[src/rtl/fs_pkg.sv]
// Constants and state encoding shared by the FT2232H fast-serial receiver and transmitter.
package fs_pkg;

  localparam int   FS_DATA_BITS = 8;
  localparam int   FS_GUARD_LEN = 10;

  localparam logic FS_SRC_A   = 1'b0;
  localparam logic FS_SRC_B   = 1'b1;
  localparam int   FS_SRC_ANY = 2;

  typedef enum logic [1:0] {
    FS_ST_GUARD,
    FS_ST_IDLE,
    FS_ST_DATA,
    FS_ST_SRC
  } fs_rx_state_e;

endpackage

[src/rtl/fs_rx_fifo.sv]
// First-word fall-through FIFO holding {source, data} entries for the fast-serial receiver.
module fs_rx_fifo #(
  parameter int DEPTH = 2,
  parameter int WIDTH = 9
) (
  input  logic             clk,
  input  logic             rst_n,
  input  logic             push_i,
  input  logic [WIDTH-1:0] push_data_i,
  input  logic             pop_i,
  output logic [WIDTH-1:0] pop_data_o,
  output logic             full_o,
  output logic             empty_o
);

  localparam int          AW      = $clog2(DEPTH);
  localparam logic [AW:0] PTR_ONE = {{AW{1'b0}}, 1'b1};

  logic [WIDTH-1:0] mem_q [DEPTH];
  logic [AW:0]      wr_ptr_q, rd_ptr_q;
  logic             do_push, do_pop;

  // Pointers carry one extra wrap bit so full and empty are distinguishable.
  assign empty_o = (wr_ptr_q == rd_ptr_q);
  assign full_o  = (wr_ptr_q[AW] != rd_ptr_q[AW]) &&
                   (wr_ptr_q[AW-1:0] == rd_ptr_q[AW-1:0]);

  assign do_pop  = pop_i && !empty_o;
  assign do_push = push_i && (!full_o || do_pop);

  assign pop_data_o = mem_q[rd_ptr_q[AW-1:0]];

  always_ff @(posedge clk or negedge rst_n) begin
    if (!rst_n) begin
      wr_ptr_q <= '0;
      rd_ptr_q <= '0;
    end else begin
      if (do_push) wr_ptr_q <= wr_ptr_q + PTR_ONE;
      if (do_pop)  rd_ptr_q <= rd_ptr_q + PTR_ONE;
    end
  end

  // NOTE: storage is deliberately left out of reset; entries are only read
  // once written, so the pointers alone define the FIFO contents.
  always_ff @(posedge clk) begin
    if (do_push) mem_q[wr_ptr_q[AW-1:0]] <= push_data_i;
  end

endmodule

[src/rtl/fsdo_receiver.sv]
// FSDO frame decoder (start, 8 data bits LSB first, source bit) feeding a valid/ready FWFT FIFO.
module fsdo_receiver
  import fs_pkg::*;
#(
  parameter int FIFO_DEPTH = 2,
  parameter int ACCEPT_SRC = 2
) (
  input  logic       clk,
  input  logic       rst_n,
  input  logic       FSDO,
  output logic [7:0] rx_data,
  output logic       rx_src,
  output logic       rx_valid,
  input  logic       rx_ready,
  output logic       overflow,
  output logic       LED
);

  localparam int             GW         = $clog2(FS_GUARD_LEN);
  localparam logic [GW-1:0]  GUARD_LAST = GW'(FS_GUARD_LEN - 1);
  localparam logic [GW-1:0]  GUARD_ONE  = GW'(1);
  localparam logic [2:0]     BIT_LAST   = 3'(FS_DATA_BITS - 1);
  localparam logic [2:0]     BIT_ONE    = 3'd1;

  fs_rx_state_e            state_q, state_d;
  logic                    fsdo_q;
  logic [GW-1:0]           guard_cnt_q, guard_cnt_d;
  logic [2:0]              bit_cnt_q, bit_cnt_d;
  logic [FS_DATA_BITS-1:0] shreg_q, shreg_d;
  logic                    overflow_q, led_q;

  logic                    src_pass, push_req, push_ok, pop;
  logic                    fifo_full, fifo_empty;
  logic [FS_DATA_BITS:0]   fifo_head;

  assign src_pass = (ACCEPT_SRC == FS_SRC_ANY) || (fsdo_q == 1'(ACCEPT_SRC));

  // NOTE: every variable driven here gets a default first, so no path leaves
  // one unassigned and no latch is inferred.
  always_comb begin
    state_d     = state_q;
    guard_cnt_d = guard_cnt_q;
    bit_cnt_d   = bit_cnt_q;
    shreg_d     = shreg_q;
    push_req    = 1'b0;
    unique case (state_q)
      FS_ST_GUARD: begin
        if (!fsdo_q) begin
          guard_cnt_d = '0;
        end else if (guard_cnt_q == GUARD_LAST) begin
          guard_cnt_d = '0;
          state_d     = FS_ST_IDLE;
        end else begin
          guard_cnt_d = guard_cnt_q + GUARD_ONE;
        end
      end
      FS_ST_IDLE: begin
        if (!fsdo_q) begin
          bit_cnt_d = '0;
          state_d   = FS_ST_DATA;
        end
      end
      FS_ST_DATA: begin
        shreg_d   = {fsdo_q, shreg_q[FS_DATA_BITS-1:1]};
        bit_cnt_d = bit_cnt_q + BIT_ONE;
        if (bit_cnt_q == BIT_LAST) state_d = FS_ST_SRC;
      end
      FS_ST_SRC: begin
        push_req = src_pass;
        state_d  = FS_ST_IDLE;
      end
      default: state_d = FS_ST_GUARD;
    endcase
  end

  assign pop     = rx_valid && rx_ready;
  assign push_ok = push_req && (!fifo_full || pop);

  // NOTE: sequential state uses non-blocking assignments only, so every
  // register samples the pre-edge values of the others.
  always_ff @(posedge clk or negedge rst_n) begin
    if (!rst_n) begin
      fsdo_q      <= 1'b1;
      state_q     <= FS_ST_GUARD;
      guard_cnt_q <= '0;
      bit_cnt_q   <= '0;
      shreg_q     <= '0;
      overflow_q  <= 1'b0;
      led_q       <= 1'b0;
    end else begin
      fsdo_q      <= FSDO;
      state_q     <= state_d;
      guard_cnt_q <= guard_cnt_d;
      bit_cnt_q   <= bit_cnt_d;
      shreg_q     <= shreg_d;
      overflow_q  <= overflow_q | (push_req && fifo_full && !pop);
      led_q       <= led_q ^ push_ok;
    end
  end

  fs_rx_fifo #(
    .DEPTH (FIFO_DEPTH),
    .WIDTH (FS_DATA_BITS + 1)
  ) u_fifo (
    .clk         (clk),
    .rst_n       (rst_n),
    .push_i      (push_req),
    .push_data_i ({fsdo_q, shreg_q}),
    .pop_i       (pop),
    .pop_data_o  (fifo_head),
    .full_o      (fifo_full),
    .empty_o     (fifo_empty)
  );

  // Head is forced to zero while empty so the outputs have defined reset values.
  assign rx_valid          = !fifo_empty;
  assign {rx_src, rx_data} = fifo_empty ? '0 : fifo_head;
  assign overflow          = overflow_q;
  assign LED               = led_q;

endmodule

[config.mk]
export PLATFORM = sky130hd
export DESIGN_NAME = fsdo_receiver
export DESIGN_NICKNAME = d
export VERILOG_FILES = /design/src/rtl/fs_pkg.sv /design/src/rtl/fs_rx_fifo.sv /design/src/rtl/fsdo_receiver.sv
export SDC_FILE = /design/constraint.sdc
export NUM_CORES = 1
export LEC_CHECK = 0
export CAP_MARGIN = 20
export CORE_MARGIN = 4
export CORE_UTILIZATION = 45
export DETAILED_ROUTE_END_ITERATION = 6
export HOLD_SLACK_MARGIN = 0.08
export PLACE_DENSITY = 0.7
export SETUP_SLACK_MARGIN = 0.1
export SKIP_CTS_REPAIR_TIMING = 1
export SLEW_MARGIN = 20
export SYNTH_ARGS = -nofsm -noshare
export SYNTH_HDL_FRONTEND = slang
export SYNTH_SLANG_ARGS = --single-unit
[constraint.sdc]
create_clock -name clk -period 1.65 [get_ports clk]
set_input_delay 0.33 -clock clk [delete_from_list [all_inputs] [get_ports clk]]
set_output_delay 0.33 -clock clk [all_outputs]
set_load 0.03 [all_outputs]
==> results of run 1 <==
through the flow:
stage	hold slack, ps	cell area [µm²]	TNS (ps)	std cells
after detailed placement	459	2190	-1400	213
after global routing	421	2530	-1240	233
after CTS	397	2280	-2510	221
final	395	2530	-470	233
after global placement	450	2190	-192	213
after floorplan	34.4	1900	-38.4	136
layer usage:
| metal | GRT usage [%] | vias up | part of all wire (%) |
|---|---|---|---|
| li1 | - | 580 | - |
| met1 | 15.6 | 590 | 42 |
| met2 | 21.1 | 14 | 55 |
| met3 | 3.72 | 2 | 3.0 |
| met4 | 3.89 | 0 | 0.52 |
| met5 | 0 | - | 0 |
Yosys cell counts (2+ instances only):
cell	instances	area (µm²)
a21oi_1	2	10.0
a22o_1	2	17.5
buf_2	3	15.0
dfrtp_1	23	576
edfxtp_1	18	541
ha_1	9	113
inv_1	6	22.5
mux2_2	9	101
mux2_4	2	30.0
mux2i_1	11	110
nand2_1	5	18.8
nor2_1	13	48.8
nor2b_1	2	12.5
nor3_1	2	10.0
o21ai_1	4	20.0
xnor2_1	4	35.0
layout make-up:
class | count | share of cell area, %
Multi-Input combinational cell | 86 | 33.3
Clock inverter | 3 | 0.990
Tap cell | 50 | 2.48
Timing Repair Buffer | 39 | 13.9
Inverter | 8 | 1.24
Clock buffer | 5 | 2.72
Sequential cell | 42 | 45.4
logic make-up (layout without fill, tap and decap cells):
group / after synthesis / count (layout) / share of synthesized area, %
adder cells (fa/ha/maj): 9 / 9 / 5.95
AND/OR/NAND/NOR: 28 / 31 / 7.14
buffers and inverters: 11 / 55 / 2.44
AO/OA/AOI/OAI: 17 / 17 / 7.60
flip-flops: 42 / 42 / 60.3
multiplexers: 23 / 23 / 13.4
XOR/XNOR: 6 / 6 / 3.17
worst max path at each step:
stage | slack (ps) | from | end | cells after the start
4_1_cts | -260 | u_fifo.wr_ptr_q[1] | rx_data[4] | 4
6_report | -80 | u_fifo.wr_ptr_q[0] | rx_data[2] | 4
3_5_place_dp | -80 | rx_ready | u_fifo.mem_q[0][1] | 3
5_1_grt | -140 | u_fifo.wr_ptr_q[0] | rx_data[2] | 4
2_1_floorplan | -4 | u_fifo.rd_ptr_q[0] | rx_data[0] | 4
3_3_place_gp | -20 | rx_ready | u_fifo.mem_q[1][1] | 3
sequential cells by signal, indices dropped and copies added (netlist names):
name,flops
u_fifo.mem_q,18
LED,1
state_q,2
guard_cnt_q,4
bit_cnt_q,3
fsdo_q,1
shreg_q,8
u_fifo.rd_ptr_q,2
u_fifo.wr_ptr_q,2
overflow,1
layout by cell type (no fill, tap or decap), types with 4 or more instances in the layout:
| cell type | synthesis | layout |
|---|---|---|
| inv_1 | 6 | 4 |
| edfxtp_1 | 18 | 18 |
| buf_4 | 0 | 23 |
| o21ai_1 | 4 | 4 |
| dfrtp_2 | 0 | 4 |
| buf_6 | 0 | 11 |
| nand2_1 | 5 | 5 |
| ha_1 | 9 | 6 |
| nor2_1 | 13 | 8 |
| dfrtp_1 | 23 | 19 |
| nor2_4 | 0 | 6 |
| mux2i_1 | 11 | 11 |
| clkbuf_8 | 0 | 5 |
| mux2_2 | 9 | 9 |
==> impl_metrics.tcl, run 1 <==
set metrics [dict create \
    status "finished with violations" \
    violations "setup timing" \
    antenna_found_initial 0 \
    synth_area_per_cell_um2 13.9 \
    area.growth.synth_to_final_pct 33.5 \
    core-area_um2 4030 \
    cts_sinks 42 \
    dieWidth_um 72.9 \
    cts_tree "done" \
    multi_input_area_um2 841 \
    timing.rr.start "u_fifo.rd_ptr_q[1]" \
    dpl.hpwl_mm 2.26 \
    clock_latency_ps 290 \
    placement_rows 23 \
    start_kind "register" \
    yosys_warnings 0 \
    clockBufferDepth 2 \
    hold_class "in -> async" \
    crit_family "flip-flops" \
    ios 16 \
    num_vias 1186 \
    io_buffers 15 \
    die_height_um 72.9 \
    dr.pass1.iters 3 \
    num-nets-final 195 \
    nFillCells 307 \
    worstPathCellList "xor2_4 > nor2_4 > nor2_1 > buf_4" \
    numCtsBuffers 5 \
    remaining_drc_errors 0 \
    fin_crit_ps 1730 \
    crit_buf_inv 1 \
    antenna_left 0 \
    synth_seq_cells 42 \
    rsz0062_at_grt "true" \
    grt_pass1_wl_mm 5.09 \
    synth_area_um2 1890 \
    synth_seq_area_share_pct 60.3 \
    drv_slew 0 \
    htree_num_levels 2 \
    min_period_over_period_pct 105 \
    r2r_slack_ps 40 \
    overflow 0 \
    final_util_pct 62.7 \
    r2r-end "LED" \
    viasPerCell 5.09 \
    dieArea_um2 5310 \
    grt_pass1_vias 1127 \
    wire_per_inst_um 14.0 \
    worstPathArrival_ps 1400 \
    fin_ws_ps -76.5 \
    relSlewSlack_pct 78.3 \
    cp-end-kind "primary output" \
    place.gp.congestion 0.819 \
    slowest_delay_ps 450 \
    drive_above_1_share_pct 44.8 \
    drv_cap 0 \
    hold_viol 0 \
    ff_latch_area_um2 1150 \
    finalWirelength_mm 3.27 \
    clock.fmax_ghz 0.579 \
    cp.required_ps 1320 \
    synth_ff_type "dfrtp_1" \
    clkTransAtPathRegs_ps 90 \
    ys_types 37 \
    diodes 0 \
    slowest_stage "dfrtp_2" \
    reg2regPathDepth 8 \
    drt_iter0_drc 90 \
    grt_max_degree 25 \
    clock_skew_ps 5.99 \
    synthCells 136 \
    post-place-ws_ps -83.8 \
    cp_max_fo 5 \
    crit_type "reg -> out" \
    synth_edf_count 18 \
    initial_core_util_pct 47.0 \
    worst_pin_slew_ps 325 \
    synthArstFlopShare_pct 57.1 \
    syn_nets 149 \
    root_buffer "clkbuf_8" \
    grt.total_usage_pct 12.6 \
    final-setup-viol-count 10 \
]
Power of run 1 is left out: the tool's default activity adds up to more than one toggle a clock period on the data nets, which glitch-free logic cannot reach.
==> run 2: changes to the inputs <==
SKIP_CTS_REPAIR_TIMING = not set   (was 1)
==> run 2 against run 1 <==
  * The run still ends with setup timing left
  * Die area stayed put
  * Non-clock buffer count fell by 2
  * Critical path depth stayed put
  * Hold slack gained 3.5 ps
  * Global-route usage rose by 0.76 points
  * Fmax up 1.2%
  * Utilization decreased by 0.65 points
  * Highest routed layer unchanged
==> impl_metrics.tcl, run 2 (synthesis results as in run 1) <==
set metrics [dict create \
    post-place-ws_ps -83.8 \
    dieArea_um2 5310 \
    io_buffers 15 \
    drt_iter0_drc 90 \
    rsz0062_at_grt "true" \
    largest_reg_flops 18 \
    area.growth.synth_to_final_pct 32.1 \
    relSlewSlack_pct 79.9 \
    htree_num_levels 2 \
    violations "setup timing" \
    clock_skew_ps 7.74 \
    hold_slack_ps 398 \
    drv_cap 0 \
    finalWirelength_mm 3.19 \
    grt_pass1_wl_mm 5.40 \
    postCtsHoldBufs 0 \
    cts_sinks 42 \
    r2r_slack_ps 60 \
    cp-end-kind "primary output" \
    root_buffer "clkbuf_8" \
    startpoint "u_fifo.wr_ptr_q[1]" \
    wire_per_inst_um 13.8 \
    reg2regPathDepth 5 \
    slowest_stage "dfrtp_2" \
    antenna_found_initial 0 \
    crit_family "flip-flops" \
    worstPathCellList "xor2_4 > nor2_4 > nor2_1 > buf_4" \
    drv_slew 0 \
    dr.pass1.iters 4 \
    antenna_left 0 \
    placement_rows 23 \
    num_vias 1169 \
    clkTransAtPathRegs_ps 90 \
    num-nets-final 193 \
    die_height_um 72.9 \
    final_util_pct 62.1 \
    cts_tree "done" \
    final_common_cell "buf_4" \
    dpl.hpwl_mm 2.26 \
    timing.rr.start "state_q[0]" \
    min_period_over_period_pct 103 \
    worstSetupEndpoint "rx_data[2]" \
    crit_type "reg -> out" \
    status "finished with violations" \
    place.gp.congestion 0.819 \
    nFillCells 313 \
    dieWidth_um 72.9 \
    grt_max_degree 25 \
    clockBufferDepth 2 \
    fin_tns_setup_ps -299 \
    cp.depth 4 \
    cp.required_ps 1320 \
    grt.total_usage_pct 13.3 \
    start_kind "register" \
    drive_above_1_share_pct 43.1 \
    slowest_delay_ps 450 \
    fin_crit_ps 1710 \
    fin_ws_ps -56.4 \
    crit_buf_inv 1 \
    viasPerCell 5.06 \
    final-setup-viol-count 8 \
    worstPathArrival_ps 1380 \
    worst_pin_slew_ps 302 \
    grt_pass1_vias 1197 \
    diodes 0 \
    final_cell_mix "21 x buf_4, 19 x dfrtp_1, 18 x edfxtp_1" \
    ios 16 \
    numCtsBuffers 5 \
    hold_class "in -> async" \
    hold_viol 0 \
    initial_core_util_pct 47.0 \
    core-area_um2 4030 \
    r2r-end "state_q[1]" \
    remaining_drc_errors 0 \
    overflow 0 \
    clock.fmax_ghz 0.586 \
    clock_latency_ps 290 \
    cp_max_fo 5 \
]
==> run 2: cell count changes in the layout (fill, tap and decap cells not counted), sizes merged <==
cell	change
buf	-2
dlymetal6s2s	-2
dlygate4sd2	+2
==> run 2: worst min path at each step <==
stage / startpoint / to
3_3_place_gp: overflow / overflow
3_5_place_dp: overflow / overflow
6_report: rst_n / shreg_q[5]
4_1_cts: rst_n / guard_cnt_q[0]
5_1_grt: rst_n / shreg_q[5]
2_1_floorplan: rst_n / LED
==> run 2: cell type report <==
cell class                 count  area, µm²  area share, %
sequential                    42       1150           45.9
multi-input combinational     86        828           33.1
timing repair buffer          37        338           13.5
clock buffer                   5       68.8           2.75
tap                           50       62.6           2.50
inverter                       8       31.3           1.25
clock inverter                 3       25.0           1.00
==> run 2: through the flow <==
| step | area [µm²] | std cells |
|---|---|---|
| 5_1_grt | 2500 | 231 |
| 2_1_floorplan | 1900 | 136 |
| 3_3_place_gp | 2190 | 213 |
| 3_5_place_dp | 2190 | 213 |
| 4_1_cts | 2370 | 226 |
| 6_report | 2500 | 231 |
==> run 2: worst reg2reg max path: cells and delay by family, from the launching register on <==
kind                       cells  cell delay [ps]
buffers and inverters          1               80
muxes                          2              600
DFF                            1              420
AOI/OAI and AO/OA              1              230
adders and majority gates      1              160
==> run 2: layer usage <==
metal	wire length (µm)	track usage, %	vias to the layer above
met3	102	3.72	2
met2	1740	23.4	16
li1	-	-	573
met1	1330	15.9	578
met4	17	3.89	0
met5	0	0	-
==> run 2: what timing repair did <==
action,in CTS,in global routing
setup endpoints to repair,32,33
pin swaps,4,15
setup buffers,4,3
gates cloned,1,2
gates resized for setup,15,22
Power of run 2 is left out for the same reason.
==> run 3: changes to the inputs <==
--- a/config.mk
+++ b/config.mk
@@ -8,6 +8,6 @@
 export CAP_MARGIN = 20
-export CORE_MARGIN = 4
+export CORE_MARGIN = 2
 export CORE_UTILIZATION = 45
 export DETAILED_ROUTE_END_ITERATION = 6
-export HOLD_SLACK_MARGIN = 0.08
+export HOLD_SLACK_MARGIN = 0.06
 export PLACE_DENSITY = 0.7
--- a/constraint.sdc
+++ b/constraint.sdc
@@ -3,2 +3,2 @@
 set_output_delay 0.33 -clock clk [all_outputs]
-set_load 0.03 [all_outputs]
+set_load 0.1 [all_outputs]
==> run 3 against run 2 <==
  * Critical endpoint is now rx_data[3]
  * Critical path type unchanged
  * Non-clock buffer count rose by 1
  * Die area fell by 11%
  * Setup slack got worse by 140 ps
  * The flow still finishes with violations (setup timing)
==> impl_metrics.tcl, run 3 (synthesis results as in run 1) <==
set metrics [dict create \
    dp_cells 215 \
    grt.total_usage_pct 16.2 \
    nFillCells 292 \
    root_buffer "clkbuf_8" \
    grt_max_degree 14 \
    io_buffers 15 \
    cp_max_fo 10 \
    core-area_um2 4030 \
    status "finished with violations" \
    remaining_drc_errors 0 \
    grt_pass1_wl_mm 5.42 \
    overflow 0 \
    clock_skew_ps 8.67 \
    ff_latch_area_um2 1150 \
    violations "setup timing" \
    final_common_cell "dfrtp_1" \
    crit_buf_inv 3 \
    antenna_left 0 \
    cts_sinks 42 \
    final_cell_mix "20 x dfrtp_1, 18 x buf_4, 18 x edfxtp_1" \
    largest_reg_flops 18 \
    wire_per_inst_um 14.9 \
    crit_type "reg -> out" \
    relSlewSlack_pct 74.6 \
    area.growth.synth_to_final_pct 43.1 \
    clkTransAtPathRegs_ps 80 \
    htree_num_levels 2 \
    slowest_delay_ps 410 \
    r2r-end "state_q[1]" \
    start_kind "register" \
    ios 16 \
    final-setup-viol-count 10 \
    slowest_stage "dfrtp_1" \
    cts_tree "done" \
    dieWidth_um 68.9 \
    r2r_slack_ps 20 \
    finalWirelength_mm 3.44 \
    hold_class "in -> async" \
    place.gp.congestion 0.715 \
    fin_crit_ps 1850 \
    reg2regPathDepth 5 \
    dieArea_um2 4740 \
    placement_rows 23 \
    clock.fmax_ghz 0.540 \
    min_period_over_period_pct 112 \
    clockBufferDepth 2 \
    numCtsBuffers 5 \
    clock_latency_ps 290 \
    viasPerCell 5.11 \
    drv_slew 0 \
    drv_cap 0 \
    post-place-ws_ps -282 \
    crit_family "buffers and inverters" \
    antenna_found_initial 0 \
    rsz0062_at_grt "true" \
    grt_pass1_vias 1229 \
    cp.required_ps 1320 \
    num_vias 1176 \
    dpl.hpwl_mm 2.46 \
    fin_ws_ps -201 \
    initial_core_util_pct 47.0 \
    cp-end-kind "primary output" \
    worstPathCellList "buf_6 > xor2_4 > nor2_4 > buf_12 > nor2_4 > buf_12" \
    multi_input_area_um2 882 \
    worst_pin_slew_ps 379 \
    fin_cells 230 \
    hold_viol 0 \
    diodes 0 \
    dr.pass1.iters 4 \
    num-nets-final 192 \
    timing.rr.start "state_q[0]" \
    worstPathArrival_ps 1520 \
    drive_above_1_share_pct 50.0 \
    die_height_um 68.9 \
    drt_iter0_drc 26 \
]
[run 3: changes by cell type in the layout (fill, tap and decap cells not counted), sizes merged]
| cell | before | now |
|---|---|---|
| dlygate4sd2 | 2 | 0 |
| nor2 | 17 | 15 |
| clkinv | 2 | 1 |
| inv | 8 | 7 |
| buf | 32 | 35 |
| clkbuf | 5 | 6 |
| bufinv | 0 | 1 |
[run 3: what timing repair did]
action | in CTS | in global routing
gates resized for setup | 12 | 11
endpoints found under the setup margin | 29 | 22
pin swaps | 2 | 1
hold buffers | 0 | 0
buffers inserted | 4 | 2
gates cloned | 1 | 0
[run 3: stage by stage]
stage	setup TNS, ps	hold slack, ps	instance area [µm²]	util, %
6_report	-1960	315	2710	67.2
5_1_grt	-2480	321	2710	67.2
4_1_cts	-2200	323	2660	65.9
3_5_place_dp	-4500	467	2460	61.1
3_3_place_gp	-2710	452	2460	61.1
2_1_floorplan	-1130	34.4	2010	-
[run 3: cell type report]
cell class | count | area share, %
Tap cell | 50 | 2.31
Multi-Input combinational cell | 84 | 32.6
Inverter | 8 | 1.25
Clock buffer | 6 | 2.68
Clock inverter | 2 | 1.39
Sequential cell | 42 | 42.3
Timing Repair Buffer | 38 | 17.5
[run 3: worst reg2reg max path, stage by stage, from the launching register on]
cell and delay [ps]:
dfrtp_1 420, inv_2 80, ha_4 160, mux2_4 280, a221oi_4 240, mux2_4 330
[run 3: how the worst max path moves through the flow]
stage                        from            endpoint  slack, ps  depth (start not counted)
2_1_floorplan  u_fifo.rd_ptr_q[0]          rx_data[0]        -90                          4
3_3_place_gp             rx_ready  u_fifo.mem_q[0][1]       -180                          3
3_5_place_dp             rx_ready  u_fifo.mem_q[0][0]       -280                          3
4_1_cts        u_fifo.rd_ptr_q[1]          rx_data[3]       -220                          6
5_1_grt        u_fifo.rd_ptr_q[1]          rx_data[2]       -250                          6
6_report       u_fifo.rd_ptr_q[1]          rx_data[3]       -200                          6
[run 3: routing by layer]
metal	global-route usage, %	vias to the layer above	share of wire (%)	wire length, µm
met1	17.9	570	42	1430
met4	7.60	0	1.7	58
met2	28.2	28	53	1830
li1	-	572	-	-
met5	0	-	0	0
met3	5.03	6	3.3	114
Power of run 3 is left out for the same reason.
